**src/rtl/radix4_booth_seq_mult.sv**
```systemverilog
// Sequential radix-4 Booth multiplier with a start/busy/done handshake.
// Each operation takes WIDTH/2+1 iterations in both signed and unsigned mode.
module radix4_booth_seq_mult #(
    parameter int unsigned WIDTH = 32
) (
    input  logic                 clk,
    input  logic                 reset,
    input  logic                 start,
    input  logic                 signed_mode,
    input  logic [WIDTH-1:0]     x,
    input  logic [WIDTH-1:0]     y,
    output logic                 busy,
    output logic                 done,
    output logic [2*WIDTH-1:0]   out
);

    localparam int unsigned N     = WIDTH / 2 + 1;
    localparam int unsigned CNT_W = $clog2(WIDTH / 2 + 2);
    localparam int unsigned EW    = WIDTH + 2;
    localparam int unsigned AW    = WIDTH + 3;

    typedef enum logic [1:0] {
        IDLE = 2'd0,
        CALC = 2'd1,
        DONE = 2'd2
    } state_t;

    state_t             state;
    state_t             state_next;
    logic [EW-1:0]      xreg;
    logic [EW-1:0]      mreg;
    logic               yprev;
    logic [AW-1:0]      acc;
    logic [CNT_W-1:0]   cnt;

    logic               load_c;
    logic               last_c;
    logic [EW-1:0]      x_ext_c;
    logic [EW-1:0]      y_ext_c;
    logic [AW-1:0]      x1_c;
    logic [AW-1:0]      x2_c;
    logic [AW-1:0]      pp_c;
    logic [AW-1:0]      sum_c;
    logic [AW-1:0]      acc_nx_c;
    logic [EW-1:0]      mreg_nx_c;

    // State register
    always_ff @(posedge clk) begin
        if (!reset) state <= IDLE;
        else        state <= state_next;
    end

    // Next-state logic; load_c marks an accepted start
    always_comb begin
        state_next = state;
        load_c     = 1'b0;
        case (state)
            IDLE: begin
                if (start) begin
                    state_next = CALC;
                    load_c     = 1'b1;
                end
            end
            CALC: begin
                if (last_c) state_next = DONE;
            end
            DONE: begin
                if (start) begin
                    state_next = CALC;
                    load_c     = 1'b1;
                end else begin
                    state_next = IDLE;
                end
            end
            default: state_next = IDLE;
        endcase
    end

    // Operand extension, Booth digit selection and one shift-add step
    always_comb begin
        x_ext_c = signed_mode ? {{2{x[WIDTH-1]}}, x} : {2'b00, x};
        y_ext_c = signed_mode ? {{2{y[WIDTH-1]}}, y} : {2'b00, y};
        last_c  = (cnt == CNT_W'(N - 1));
        x1_c    = {xreg[EW-1], xreg};
        x2_c    = {xreg, 1'b0};
        pp_c    = '0;
        case ({mreg[1:0], yprev})
            3'b001, 3'b010: pp_c = x1_c;
            3'b011:         pp_c = x2_c;
            3'b100:         pp_c = ~x2_c + AW'(1);
            3'b101, 3'b110: pp_c = ~x1_c + AW'(1);
            default:        pp_c = '0;
        endcase
        sum_c     = acc + pp_c;
        acc_nx_c  = {{2{sum_c[AW-1]}}, sum_c[AW-1:2]};
        mreg_nx_c = {sum_c[1:0], mreg[EW-1:2]};
    end

    // Datapath registers and registered handshake outputs
    always_ff @(posedge clk) begin
        if (!reset) begin
            busy  <= 1'b0;
            done  <= 1'b0;
            out   <= '0;
            xreg  <= '0;
            mreg  <= '0;
            yprev <= 1'b0;
            acc   <= '0;
            cnt   <= '0;
        end else begin
            busy <= (state_next == CALC);
            done <= (state_next == DONE);
            if (load_c) begin
                xreg  <= x_ext_c;
                mreg  <= y_ext_c;
                yprev <= 1'b0;
                acc   <= '0;
                cnt   <= '0;
            end else if (state == CALC) begin
                acc   <= acc_nx_c;
                mreg  <= mreg_nx_c;
                yprev <= mreg[1];
                cnt   <= cnt + CNT_W'(1);
                if (last_c) out <= {acc_nx_c[WIDTH-3:0], mreg_nx_c};
            end
        end
    end

endmodule

```
**config.mk**
```make
export PLATFORM = sky130hd
export DESIGN_NAME = radix4_booth_seq_mult
export DESIGN_NICKNAME = d
export VERILOG_FILES = /design/src/rtl/radix4_booth_seq_mult.sv
export SDC_FILE = /design/constraint.sdc
export NUM_CORES = 1
export LEC_CHECK = 0
export CORE_ASPECT_RATIO = 2
export CORE_MARGIN = 1
export CORE_UTILIZATION = 35
export CTS_BUF_LIST = sky130_fd_sc_hd__clkbuf_4 sky130_fd_sc_hd__clkbuf_8
export DETAILED_ROUTE_END_ITERATION = 16
export PLACE_DENSITY = 0.58
export RECOVER_POWER = 50
export REMOVE_ABC_BUFFERS = 1
export SYNTH_ARGS = -nofsm -noshare
export SYNTH_HDL_FRONTEND = slang
export SYNTH_SLANG_ARGS = --single-unit
```
**constraint.sdc**
```tcl
create_clock -name clk -period 6 [get_ports clk]
set_clock_uncertainty 0.2 [all_clocks]
set_input_delay 1.5 -clock clk [delete_from_list [all_inputs] [get_ports clk]]
set_output_delay 1.5 -clock clk [all_outputs]
set_load 0.005 [all_outputs]
```
==> metrics.yaml, run 1 <==
status:
  status: "finished with violations"
  violations: "capacitance limit, slew limit"
route:
  detail_route.wl_per_cell_um: 17.7
  first_iter_violations: 447
  avgViaCountPerCell: 5.41
  wirelength_um: 31700
  drtAntennaViolNets: 0
  met1Wirelength_um: 11800
  dr_wl_met2_um: 17500
  top_layer: "met4"
  wl_met3_um: 1280
  dr_total_vias: 9711
  firstDrtPassIters: 7
  drcViolationCount: 0
die:
  num_io_pins: 134
  die_y_um: 244
  initial_core_util_pct: 35.6
  die_w_um: 123
  rows: 88
  die_area_um2: 29900
  coreArea_um2: 28700
timing:
  finalSetupViolations: 0
  fmax_mhz: 183
  slew_headroom_pct: -75.3
  report.final.slew_viol_count: 140
  final.setup.worst_slack_ns: 0.536
  hold-worst-slack_ns: 0.264
  timing.final.crit_share_pct: 91.1
  finalSetupTns_ns: 0
  finalHoldViolCount: 0
  tightest_slew_ns: 2.63
  min_period_ns: 5.46
  rsz0062_at_grt: "false"
pwr:
  total_power_mw: 2.67
  power_frac_clock_pct: 31.4
  ir_worst_vdd_mv: 0.161
  power_frac_comb_pct: 21.8
  power_density_nw_per_um2: 220
  p_switching_mw: 0.897
  power.leakage_nw: 4.66
  p_int_mw: 1.78
  sequentialPowerShare_pct: 46.8
  switching_share_pct: 33.5
worst_hold_path:
  hp-class: "register to register"
setup_path:
  cp_max_fo: 6
  critical_path_class: "register to register"
  end_kind: "register"
  cp.arrival_ns: 5.67
  cp-start-kind: "register"
  worst_path_max_delay_cell: "or3b_1"
  path_common_cell: "a21oi_1"
  critPathTopFamily: "compound AO/OA/AOI/OAI gates"
  path_buf_inv: 2
  cp_cell_sequence: "inv_1 -> ha_1 -> or3b_1 -> nor3_4 -> nand3b_1 -> nor2_1 -> nand2_1 -> nand2_1 -> xnor2_1 -> a221oi_1 -> a31oi_1 -> ha_1 -> a21oi_1 -> o21bai_1 -> a21oi_1 -> o21ai_0 -> a21oi_1 -> buf_4 -> o21ai_0 -> o41ai_1 -> nor4_1 -> a211o_1"
  max_stage_delay_ns: 0.49
  cp.required_ns: 6.21
global_routing:
  grt_pass1_vias: 9582
  grt_max_degree: 71
  antenna_found_initial: 1
  track_usage_pct: 21.9
  grt-ovfl-total: 0
  grt_pass1_wl_um: 50500
cts:
  clock-sinks: 174
  worstSkewPairLatency_ns: 0.52
  clk_pin_slew_ns: 0.10
  numCtsBuffers: 17
  htree_levels: 4
  clockBufferDepth: 2
  ctsRootBufferMaster: "clkbuf_8"
  post_cts_buffers: 0
  cts-resized-gates: 0
  cts_hold_buffers: 0
  cts_tree: "yes"
placed_design:
  placed_area_um2: 11800
  place_ws_ns: 0.671
  gp_congestion: 0.910
  portBuffers: 133
  place_inst: 1761
  hpwlAfterDp_um: 23000
synth:
  synthCells: 1349
  ys.flop_type: "dfxtp_1"
  synth_area_leaders: "dfxtp_1 34%, nand2_1 13%, a21boi_0 7.9%"
  synth_top_area_share_pct: 34.1
  syn_avg_cell_area_um2: 7.57
  syn_area_um2: 10200
  synthArstFlopShare_pct: 0
  ys_warn_count: 0
  yosysSeqAreaShare_pct: 34.1
  synth.distinct_cells: 68
  ys_seq_elements: 174
  yosysTopAreaCell: "dfxtp_1"
  synth_edf_count: 0
finish:
  final_util_pct: 42.2
  final_cell_area_um2: 12100
  nets: 1526
  fillers: 2958
  syn_to_final_growth_pct: 18.8
  drive_gt1_share_pct: 5.10
  final_cell_count_no_fill: 1794
flow_run:
  maxCapViolations: 3
-- cells in the mapped netlist (8+ instances only) --
master and n:
nand2_1 352, dfxtp_1 174, a21boi_0 108, a21oi_1 93, clkbuf_1 81, nor2_1 65
o21ai_0 47, xnor2_1 44, ha_1 37, xor2_1 30, a31oi_1 24, inv_1 19
nand3_1 18, a22oi_1 17, a221oi_1 16, o221ai_1 16, buf_1 15, a21o_1 14
a211oi_1 13, nor3_1 13, o22ai_1 11, and3_1 9, mux2i_1 9, o31ai_1 9
or3_1 9, nand2b_1 8
-- power groups by stage --
stage	Clock [mW]	Combinational (mW)	Sequential, mW
2_1_floorplan	0	0.377	1.27
3_3_place_gp	0	0.578	1.28
3_5_place_dp	0	0.583	1.28
4_1_cts	0.865	0.586	1.25
5_1_grt	0.910	0.646	1.26
6_report	0.840	0.583	1.25
-- registers in the layout, summed over array words and instances (netlist names), 2 cells and up --
signal  count
out        64
acc        33
cnt         5
mreg       34
xreg       33
state       2
-- kinds of logic (layout without fill, tap and decap cells) --
group,Yosys count,after routing,share of synthesized area (%)
mux,10,10,0.992
xor+xnor,74,74,6.34
fa+ha+maj,38,38,4.73
other cells,0,2,0
flops,174,174,34.1
buf+inv,126,209,5.00
simple gates,523,523,22.2
compound gates,404,404,26.7
-- placed cells by master, fill, tap and decap left out, types with 7 or more instances in the layout --
cell,n
a211oi_1,13
a21boi_0,108
a21o_1,14
a21oi_1,93
a221oi_1,16
a22oi_1,17
a31oi_1,24
and3_1,9
buf_4,22
clkbuf_8,17
clkdlybuf4s50_1,79
dfxtp_1,174
dlygate4sd3_1,53
ha_1,37
inv_1,19
inv_6,7
mux2i_1,9
nand2_1,351
nand3_1,18
nand4_1,7
nor2_1,65
nor3_1,13
o211a_1,7
o21ai_0,47
o221ai_1,16
o22ai_1,11
o31ai_1,9
or3_1,9
xnor2_1,44
xor2_1,30
-- tightest hold or removal path, delay by kind of cell (launching register included) --
| family | cells | cell delay, ns |
|---|---|---|
| flip-flops | 1 | 0.32 |
| AND/OR/NAND/NOR | 1 | 0.05 |
| AO/OA/AOI/OAI | 1 | 0.05 |
-- layout make-up --
class / count / area, um^2 / area share [%]
timing repair buffer: 158 / 1500 / 12.4
clock inverter: 14 / 146 / 1.21
inverter: 20 / 75.1 / 0.618
clock buffer: 17 / 234 / 1.93
sequential: 174 / 3480 / 28.7
multi-input combinational: 1049 / 6240 / 51.4
tap: 360 / 450 / 3.71
antenna: 2 / 5.00 / 0.0412
-- routing by layer --
| layer | global-route usage, % | vias up |
|---|---|---|
| met4 | 10.2 | 0 |
| met2 | 41.5 | 240 |
| li1 | - | 4842 |
| met3 | 4.19 | 58 |
| met5 | 0 | - |
| met1 | 22.2 | 4571 |
-- worst paths after layout --
| path | depth (start not counted) | endpoint | from | slack, ns |
|---|---|---|---|---|
| setup / recovery | 22 | acc[31]$_SDFFE_PP0N_ | xreg[0]$_SDFFE_PN0P_ | 0.54 |
| hold / removal | 2 | out[61]$_SDFFE_PN0P_ | out[61]$_SDFFE_PN0P_ | 0.26 |
| setup reg to reg | 22 | acc[31]$_SDFFE_PP0N_ | xreg[0]$_SDFFE_PN0P_ | 0.54 |
| hold reg to reg | 2 | out[61]$_SDFFE_PN0P_ | out[61]$_SDFFE_PN0P_ | 0.26 |
(Power assumes the default switching activity.)
==> run 2: changes to the inputs <==
--- a/config.mk
+++ b/config.mk
@@ -12,7 +12,6 @@
 export DETAILED_ROUTE_END_ITERATION = 16
 export PLACE_DENSITY = 0.58
 export RECOVER_POWER = 50
-export REMOVE_ABC_BUFFERS = 1
 export SYNTH_ARGS = -nofsm -noshare
 export SYNTH_HDL_FRONTEND = slang
 export SYNTH_SLANG_ARGS = --single-unit
==> constraint.sdc (replaced) <==
create_clock -name clk -period 6.7 [get_ports clk]
set_clock_uncertainty 0.2 [all_clocks]
set_input_delay 1.675 -clock clk [delete_from_list [all_inputs] [get_ports clk]]
set_output_delay 1.675 -clock clk [all_outputs]
set_load 0.005 [all_outputs]
==> metrics.yaml, run 2 (synthesized netlist as in run 1, its figures left out) <==
status:
  status: "finished with violations"
  violations: "capacitance limit, slew limit"
cts:
  ctsRootBufferMaster: "clkbuf_8"
  clockBufferDepth: 2
  clock-sinks: 174
  cts_hold_buffers: 0
  worstSkewPairLatency_ns: 0.51
  clk_pin_slew_ns: 0.09
  cts_tree: "yes"
  cts-resized-gates: 0
  numCtsBuffers: 17
  htree_levels: 4
  post_cts_buffers: 0
setup_path:
  end_kind: "register"
  cp_cell_sequence: "clkbuf_1 -> clkbuf_1 -> clkbuf_1 -> o221ai_1 -> nor2_1"
  reg2reg_slack_ns: 1.40
  max_stage_delay_ns: 1.84
  cp-start-kind: "input pin"
  cp_max_fo: 66
  worst_path_max_delay_cell: "clkbuf_1"
  cp.arrival_ns: 5.74
  critical_path_class: "input pin to register"
  cp.required_ns: 6.94
  path_common_cell: "clkbuf_1"
global_routing:
  grt_pass1_wl_um: 50500
  grt-ovfl-total: 0
  antenna_found_initial: 1
  grt_max_degree: 67
  track_usage_pct: 22.2
  grt_pass1_vias: 9385
timing:
  finalSetupTns_ns: 0
  fmax_mhz: 182
  rsz0062_at_grt: "false"
  timing.final.crit_share_pct: 82.1
  finalHoldViolCount: 0
  hold-worst-slack_ns: 0.262
  slew_headroom_pct: -68.8
  finalSetupViolations: 0
  report.final.slew_viol_count: 161
  tightest_slew_ns: 2.53
  min_period_ns: 5.50
pwr:
  p_int_mw: 1.67
  sequentialPowerShare_pct: 45.6
  power_frac_comb_pct: 21.6
  power_density_nw_per_um2: 203
  p_switching_mw: 0.793
  power_frac_clock_pct: 32.8
  total_power_mw: 2.47
  ir_worst_vdd_mv: 0.140
  power.leakage_nw: 4.60
  switching_share_pct: 32.2
route:
  detail_route.wl_per_cell_um: 18.2
  wirelength_um: 32600
  dr_total_vias: 9771
  avgViaCountPerCell: 5.46
  drcViolationCount: 0
  firstDrtPassIters: 5
  drtAntennaViolNets: 0
  first_iter_violations: 405
die:
  die_y_um: 244
  die_area_um2: 29900
  num_io_pins: 134
  die_w_um: 123
  rows: 88
  initial_core_util_pct: 35.6
  coreArea_um2: 28700
finish:
  drive_gt1_share_pct: 4.90
  layout_common_cells: "351 x nand2_1, 174 x dfxtp_1, 108 x a21boi_0, 93 x a21oi_1, 92 x clkdlybuf4s50_1"
  largest_reg_flops: 64
  multi_input_area_um2: 6250
  fillers: 2999
  final_common_cell: "nand2_1"
  syn_to_final_growth_pct: 18.8
  regMostFlops: "out"
  nets: 1521
  reg_top3: "out: 64 flops, mreg: 34 flops"
  register_area_um2: 3480
placed_design:
  gp_congestion: 0.922
  hpwlAfterDp_um: 23700
  portBuffers: 133
flow_run:
  maxCapViolations: 3
synth:
  syn_nets: 1455
worst_hold_path:
  hp-class: "register to register"
## run 2: cell count changes in the layout (fill, tap and decap cells not counted), sizes merged
| cell | delta |
|---|---|
| dlygate4sd3 | -13 |
| clkbuf | +3 |
| inv | -7 |
| clkdlybuf4s50 | +13 |
| diode | -1 |
| clkinvlp | +2 |
| clkinv | +1 |
| bufinv | +2 |
| buf | -5 |
## run 2: worst max-delay path: cells and delay by family
family | cells | cell delay (ns)
AO/OA/AOI/OAI | 1 | 0.32
buffers and inverters | 3 | 3.50
AND/OR/NAND/NOR | 1 | 0.18
## run 2: metal layers
metal | share of wire [%] | up-vias | GRT usage [%]
li1 | - | 4840 | -
met1 | 36 | 4596 | 22.0
met2 | 54 | 252 | 40.5
met3 | 3.6 | 83 | 3.53
met4 | 7.0 | 0 | 16.4
met5 | 0 | - | 0
## run 2: final timing paths
check | startpoint | to | cells past startpoint
max | reset | mreg[10]$_SDFFE_PN0P_ | 5
min | out[48]$_SDFFE_PN0P_ | out[48]$_SDFFE_PN0P_ | 2
max reg2reg | xreg[0]$_SDFFE_PN0P_ | acc[32]$_SDFFE_PP0N_ | 19
min reg2reg | out[48]$_SDFFE_PN0P_ | out[48]$_SDFFE_PN0P_ | 2
## run 2: layout make-up
class,count,share of cell area [%]
Clock buffer,20,2.16
Inverter,20,0.618
Sequential cell,174,28.7
Timing Repair Buffer,153,12.1
Clock inverter,12,1.32
Multi-Input combinational cell,1049,51.4
Antenna cell,1,0.0206
Tap cell,360,3.71
## run 2: per-stage QoR
stage                     setup slack, ns  cells  instance area (um^2)  utilization, %
after floorplan                      1.99   1349                 10200               -
after global placement               1.58   1756                 11700            40.8
after global routing                0.839   1789                 12100            42.3
after CTS                            1.38   1788                 12200            42.3
after detailed placement             1.40   1756                 11700            40.8
final                                1.20   1789                 12100            42.3
## run 2: power groups by stage
| stage | clock, mW | combinational, mW | sequential [mW] |
|---|---|---|---|
| after floorplan | 0 | 0.380 | 1.12 |
| after global placement | 0 | 0.528 | 1.15 |
| after detailed placement | 0 | 0.531 | 1.15 |
| after CTS | 0.837 | 0.533 | 1.12 |
| after global routing | 0.869 | 0.581 | 1.13 |
| final | 0.809 | 0.532 | 1.12 |
